### src/rtl/remap_pipe_if.sv
// Operand/result stream bundle for remap_pipe: operand valid/ready in, {k, m2} result valid/ready out.
interface remap_pipe_if #(
   parameter int NUM_W = 32
);
   logic [NUM_W-1:0] num;
   logic             num_vld;
   logic             num_rdy;
   logic [NUM_W-1:0] rslt;
   logic             zero;
   logic             rslt_vld;
   logic             rslt_rdy;

   modport slave (
      input  num, num_vld, rslt_rdy,
      output num_rdy, rslt, zero, rslt_vld
   );

   modport master (
      output num, num_vld, rslt_rdy,
      input  num_rdy, rslt, zero, rslt_vld
   );
endinterface

### src/rtl/remap_pipe.sv
// Three-stage leading-one/normalise + log2 curve-correction remap with valid/ready on both sides.
// Define REMAP_CORR_EN to build the correction multiplier; otherwise m2 = m1 (plain Mitchell).
module remap_pipe #(
   parameter int NUM_W = 32
) (
   input logic        clk,
   input logic        rst_n,
   remap_pipe_if.slave bus
);
   localparam int K_W = $clog2(NUM_W);
   localparam int M_W = NUM_W - K_W;
   localparam logic [K_W-1:0] K_TOP = K_W'(NUM_W - 1);

   logic             rdy_en;
   logic             s1_vld, s2_vld, s3_vld;
   logic             s1_load, s2_load, s3_load, accept;
   logic [K_W-1:0]   lod_k, s1_k, s2_k;
   logic [M_W-1:0]   lod_m1, s1_m1, s2_m1, m2;
   logic             s1_zero, s2_zero, s3_zero;
   logic [NUM_W-1:0] norm, s3_rslt;

   // Bubble-collapsing load chain driven back from the output register.
   assign s3_load     = ~s3_vld | bus.rslt_rdy;
   assign s2_load     = ~s2_vld | s3_load;
   assign s1_load     = ~s1_vld | s2_load;
   assign bus.num_rdy = rdy_en & s1_load;
   assign accept      = bus.num_vld & bus.num_rdy;

   // m1 is the NUM_W-1 bits below the leading one, top M_W of them kept.
   always_comb begin
      lod_k = '0;
      for (int i = 0; i < NUM_W; i++) begin
         if (bus.num[i]) lod_k = K_W'(i);
      end
      norm   = bus.num << (K_TOP - lod_k);
      lod_m1 = M_W'(norm >> (K_W - 1));
   end

   always_ff @(posedge clk or negedge rst_n) begin
      if (!rst_n) begin
         rdy_en  <= 1'b0;
         s1_vld  <= 1'b0;
         s1_k    <= '0;
         s1_m1   <= '0;
         s1_zero <= 1'b0;
      end else begin
         rdy_en <= 1'b1;
         if (s1_load) begin
            s1_vld <= accept;
            if (accept) begin
               s1_k    <= lod_k;
               s1_m1   <= lod_m1;
               s1_zero <= (bus.num == '0);
            end
         end
      end
   end

`ifdef REMAP_CORR_EN
   localparam logic [M_W-1:0] M_MAX = '1;
   logic [2*M_W-1:0] prod_next, s2_prod;

   always_comb begin
      prod_next = (2*M_W)'(s1_m1) * (2*M_W)'(M_MAX - s1_m1);
   end

   always_ff @(posedge clk or negedge rst_n) begin
      if (!rst_n) begin
         s2_prod <= '0;
      end else if (s2_load && s1_vld) begin
         s2_prod <= prod_next;
      end
   end

   // m1*(1-m1)/4 in fixed point; the sum stays below 2^M_W so no saturation.
   assign m2 = s2_m1 + M_W'(s2_prod >> (M_W + 2));
`else
   assign m2 = s2_m1;
`endif

   always_ff @(posedge clk or negedge rst_n) begin
      if (!rst_n) begin
         s2_vld  <= 1'b0;
         s2_k    <= '0;
         s2_m1   <= '0;
         s2_zero <= 1'b0;
      end else if (s2_load) begin
         s2_vld <= s1_vld;
         if (s1_vld) begin
            s2_k    <= s1_k;
            s2_m1   <= s1_m1;
            s2_zero <= s1_zero;
         end
      end
   end

   always_ff @(posedge clk or negedge rst_n) begin
      if (!rst_n) begin
         s3_vld  <= 1'b0;
         s3_rslt <= '0;
         s3_zero <= 1'b0;
      end else if (s3_load) begin
         s3_vld <= s2_vld;
         if (s2_vld) begin
            s3_rslt <= s2_zero ? '0 : {s2_k, m2};
            s3_zero <= s2_zero;
         end
      end
   end

   assign bus.rslt     = s3_rslt;
   assign bus.zero     = s3_zero;
   assign bus.rslt_vld = s3_vld;
endmodule

### src/flat_wrapper.sv
// flat-port wrapper written by rule: the top's interface ports become plain ports
module remap_pipe_flat 
#(
   parameter int NUM_W = 32
)
  (clk, rst_n, bus_num, bus_num_vld, bus_rslt_rdy, bus_num_rdy, bus_rslt, bus_zero, bus_rslt_vld);
  remap_pipe_if #(.NUM_W(NUM_W)) bus_i ();
  input logic clk;
  input logic rst_n;
  input wire logic [$bits(bus_i.num)-1:0] bus_num;
  input wire logic [$bits(bus_i.num_vld)-1:0] bus_num_vld;
  input wire logic [$bits(bus_i.rslt_rdy)-1:0] bus_rslt_rdy;
  output wire logic [$bits(bus_i.num_rdy)-1:0] bus_num_rdy;
  output wire logic [$bits(bus_i.rslt)-1:0] bus_rslt;
  output wire logic [$bits(bus_i.zero)-1:0] bus_zero;
  output wire logic [$bits(bus_i.rslt_vld)-1:0] bus_rslt_vld;
  assign bus_i.num = bus_num;
  assign bus_i.num_vld = bus_num_vld;
  assign bus_i.rslt_rdy = bus_rslt_rdy;
  assign bus_num_rdy = bus_i.num_rdy;
  assign bus_rslt = bus_i.rslt;
  assign bus_zero = bus_i.zero;
  assign bus_rslt_vld = bus_i.rslt_vld;
  remap_pipe #(.NUM_W(NUM_W)) u_core (.clk(clk), .rst_n(rst_n), .bus(bus_i));
endmodule
### config.mk
export PLATFORM = sky130hd
export DESIGN_NAME = remap_pipe_flat
export DESIGN_NICKNAME = d
export VERILOG_FILES = /design/src/rtl/remap_pipe_if.sv /design/src/rtl/remap_pipe.sv /design/src/flat_wrapper.sv
export SDC_FILE = /design/constraint.sdc
export NUM_CORES = 1
export LEC_CHECK = 0
export BUFFER_PORTS_ARGS = -buffer_cell sky130_fd_sc_hd__clkbuf_2
export CORE_MARGIN = 8
export CORE_UTILIZATION = 47
export CTS_BUF_LIST = sky130_fd_sc_hd__clkbuf_8
export DETAILED_ROUTE_END_ITERATION = 16
export MAX_ROUTING_LAYER = met4
export PLACE_DENSITY = 0.8
export SLEW_MARGIN = 5
export SYNTH_ARGS = -nofsm -noshare
export SYNTH_HDL_FRONTEND = slang
export SYNTH_SLANG_ARGS = --single-unit
export TNS_END_PERCENT = 5
### constraint.sdc
create_clock -name clk -period 1.62 [get_ports clk]
set_clock_uncertainty 0.15 [all_clocks]
set_input_delay 0.243 -clock clk [delete_from_list [all_inputs] [get_ports clk]]
set_output_delay 0.243 -clock clk [all_outputs]
set_load 0.02 [all_outputs]
==> results.cfg <==
[sta]
fin_crit_sh_pct = 165.7
setup_ws_ns = -1.064
rsz0062_at_grt = true
finalSetupViolCount = 30
finalHoldViolations = 0
slew_violations = 0
fmax_ghz = 0.3725
hold-worst-slack_ns = 0.05499
worstMarginPinSlew_ns = 0.7702
post-route-min-period_ns = 2.684
relSlewSlack_pct = 48.66

[logic_synthesis]
synth_top_family_by_area = compound AO/OA/AOI/OAI gates
yosysWarnings = 0
ys_seq_area_share_pct = 44.36
synth_top_cell_by_area = dfrtp_1
ys_types = 63
synth_async_sr_flop_share_pct = 100.0
netlist_area_mm2 = 0.005811
yosys.area_share.simple_pct = 17.08
syn_area_per_cell_um2 = 9.510
netlist_instances = 611
synth-main-ff-cell = dfrtp_1
synthMuxAreaShare_pct = 15.65
synth_nets = 647
synth_compound_area_share_pct = 19.90
synth-edff-count = 0
synth.area.top_cells = dfrtp_1 44%, mux2_2 8.5%, mux2i_1 5.9%, o21ai_0 5.3%, nand2_1 5.2%
synth.top_cell.area_share_pct = 44.36
synth-adder-area-share_pct = 0
ys_seq_elements = 103
yosys.area_share.xor_xnor_pct = 0

[floorplan]
die_h_um = 127.2
rows = 40
start_util_pct = 48.17
io_pins = 71
dieArea_mm2 = 0.01618
die_w_um = 127.2
core-area_mm2 = 0.01206

[cts]
clockBufferDepth = 2
cts.sinks = 103
cts_tree = built
ctsRootBufferMaster = clkbuf_8
insertion_delay_ns = 0.37
ctsHtreeMaxLevel = 3
path_clk_slew_ns = 0.10
cts_buffers = 9

[drt]
drt-vias-per-instance = 5.497
drc = 0
routed_wl_mm = 18.64
ant_nets = 0
drt_iter0_drc = 284
post_drt_wl_per_cell_um = 18.31
vias = 5596
firstDrtPassIters = 5

[critical_path]
start_kind = input port
crit_family = compound AO/OA/AOI/OAI gates
end_kind = flop
required_ns = 1.72
crit_path_max_fanout = 8
startpoint = bus_num[31]
critPathKind = in2reg
worstPathCellList = buf_6, or3_4, a2111oi_4, nand2_2, o21ai_4, buf_12, mux2i_4, mux2i_1, mux2_4, a221oi_4, nor2_1
worst-path-buf-inv = 2
cp_slowest_cell = or3_4
cpPeakStageDelay_ns = 0.40
arrival_ns = 2.79
r2r-start = u_core.s1_vld$_DFFE_PN0N_

[power]
p_leak_nw = 3.944
p_per_area_mw_per_mm2 = 969.0
ir_drop_v = 0.0005851

[cells_and_area]
regArea_mm2 = 0.002577
fill_cells = 907
final_util_pct = 69.72
antenna_cells = 0
layout.nets = 881
multiInputGateArea_mm2 = 0.003497
layout-drive-gt1-share_pct = 45.76
syn_to_final_growth_pct = 44.72
final_area_mm2 = 0.008409

[global_routing]
overflow = 0
antenna_found_initial = 0
grtUsageMet2_pct = 41.15
grt.busiest_layer = met2
grt_max_degree = 47
met1_usage_pct = 28.74
grt_util_met3_pct = 2.537
grt.total_usage_pct = 23.80
grt_pass1_wl_mm = 30.06
grt_pass1_vias = 5835

[place]
placed_cell_area_mm2 = 0.007722
io_buffers = 70
post-place-ws_ns = -1.558
dp_hpwl_mm = 14.76
gp_congestion = 0.9651

[flow_run]
cap_violations = 0

[hold_path]
min_from = bus_rslt_rdy
hp-class = in2reg

[outcome]
outcome = finished, violations left
failed_checks = setup timing
## stage by stage
| step | TNS (ns) | std cells | power (mW) |
|---|---|---|---|
| 6_report | -25.51 | 1018 | 8.149 |
| 5_1_grt | -28.52 | 1018 | 8.603 |
| 4_1_cts | -24.15 | 1017 | 8.092 |
| 3_5_place_dp | -39.70 | 997 | 6.339 |
| 3_3_place_gp | -38.77 | 997 | 6.226 |
| 2_1_floorplan | -32.24 | 611 | 5.065 |
## worst min-delay path, delay by kind of cell
| family | cells | cell delay [ns] |
|---|---|---|
| AND/OR/NAND/NOR | 2 | 0.20 |
| buffers and inverters | 1 | 0.10 |
## cells in the mapped netlist (all sizes together) (10+ instances only)
master,n
nor3,10
nor2,57
nand2b,39
mux2,47
buf,12
clkbuf,21
o22ai,11
dfrtp,103
o21ai,63
a21oi,23
nand2,81
mux2i,35
## placed cells by master, fill, tap and decap left out, drive strengths merged, types with 3 or more instances in the layout
cell type  instances
buf              187
dfrtp            103
nand2             81
clkbuf            79
o21ai             63
nor2              57
mux2              47
nand2b            39
mux2i             35
a21oi             23
o22ai             11
nor3              10
inv                9
a22o               8
a22oi              8
o21a               8
a211oi             8
nand3              7
nor4               7
a221oi             7
a31oi              4
a21o               3
a211o              3
a32oi              3
o31ai              3
nor2b              3
or3                3
## worst paths after layout
path / slack, ns / to / cells after the start
min in group asynchronous: 0.19 / u_core.bus.zero$_DFFE_PN0P_ / 2
worst min-delay path: 0.05 / u_core.s2_vld$_DFFE_PN0P_ / 3
max in group asynchronous: 0.63 / u_core.bus.rslt[15]$_DFFE_PN0P_ / 3
worst min register to register: 0.34 / u_core.bus.rslt[8]$_DFFE_PN0P_ / 2
worst max-delay path: -1.06 / u_core.s1_m1[15]$_DFFE_PN0P_ / 11
worst max register to register: -0.20 / u_core.s1_m1[24]$_DFFE_PN0P_ / 8
## power breakdown
group / total, mW / internal [mW] / leakage, nW / switching [mW]
clock network: 1.67 / 0.800 / 0.111 / 0.866
registers: 3.60 / 3.23 / 1.23 / 0.370
logic: 2.89 / 1.32 / 2.60 / 1.56
## state kept, by name, indices dropped and copies added, names as in the netlist
signal               count
u_core.bus.rslt         32
u_core.m2               27
u_core.s1_m1            27
u_core.s1_k              5
u_core.s2_k              5
u_core.bus.rslt_vld      1
u_core.bus.zero          1
u_core.rdy_en            1
u_core.s1_vld            1
u_core.s1_zero           1
u_core.s2_vld            1
u_core.s2_zero           1
## per-layer routing
metal	part of all wire, %	wire length [um]
met1	44	8141
met2	50	9408
met3	3.6	664
met4	2.3	427
met5	0	0
## kinds of logic (layout without fill, tap and decap cells)
group,after synthesis,count (layout)
AO/OA/AOI/OAI,170,170
other,1,1
multiplexers,83,83
AND/OR/NAND/NOR,214,214
flip-flops,103,103
buffers and inverters,40,279
## area by class of cell
class	count	share of cell area, %
Sequential cell	103	30.65
Inverter	7	0.3125
Timing Repair Buffer	256	22.48
Clock inverter	5	0.6695
Tap cell	168	2.500
Clock buffer	11	1.800
Multi-Input combinational cell	468	41.59
## timing repair
item,in CTS,in global routing
pin swaps,13,16
hold endpoints to repair,81,0
buffers inserted,2,3
setup endpoints to repair,34,67
gates cloned,1,0
hold buffers,1,0
resized for setup,43,59
Power figures use the tool's default switching activity.
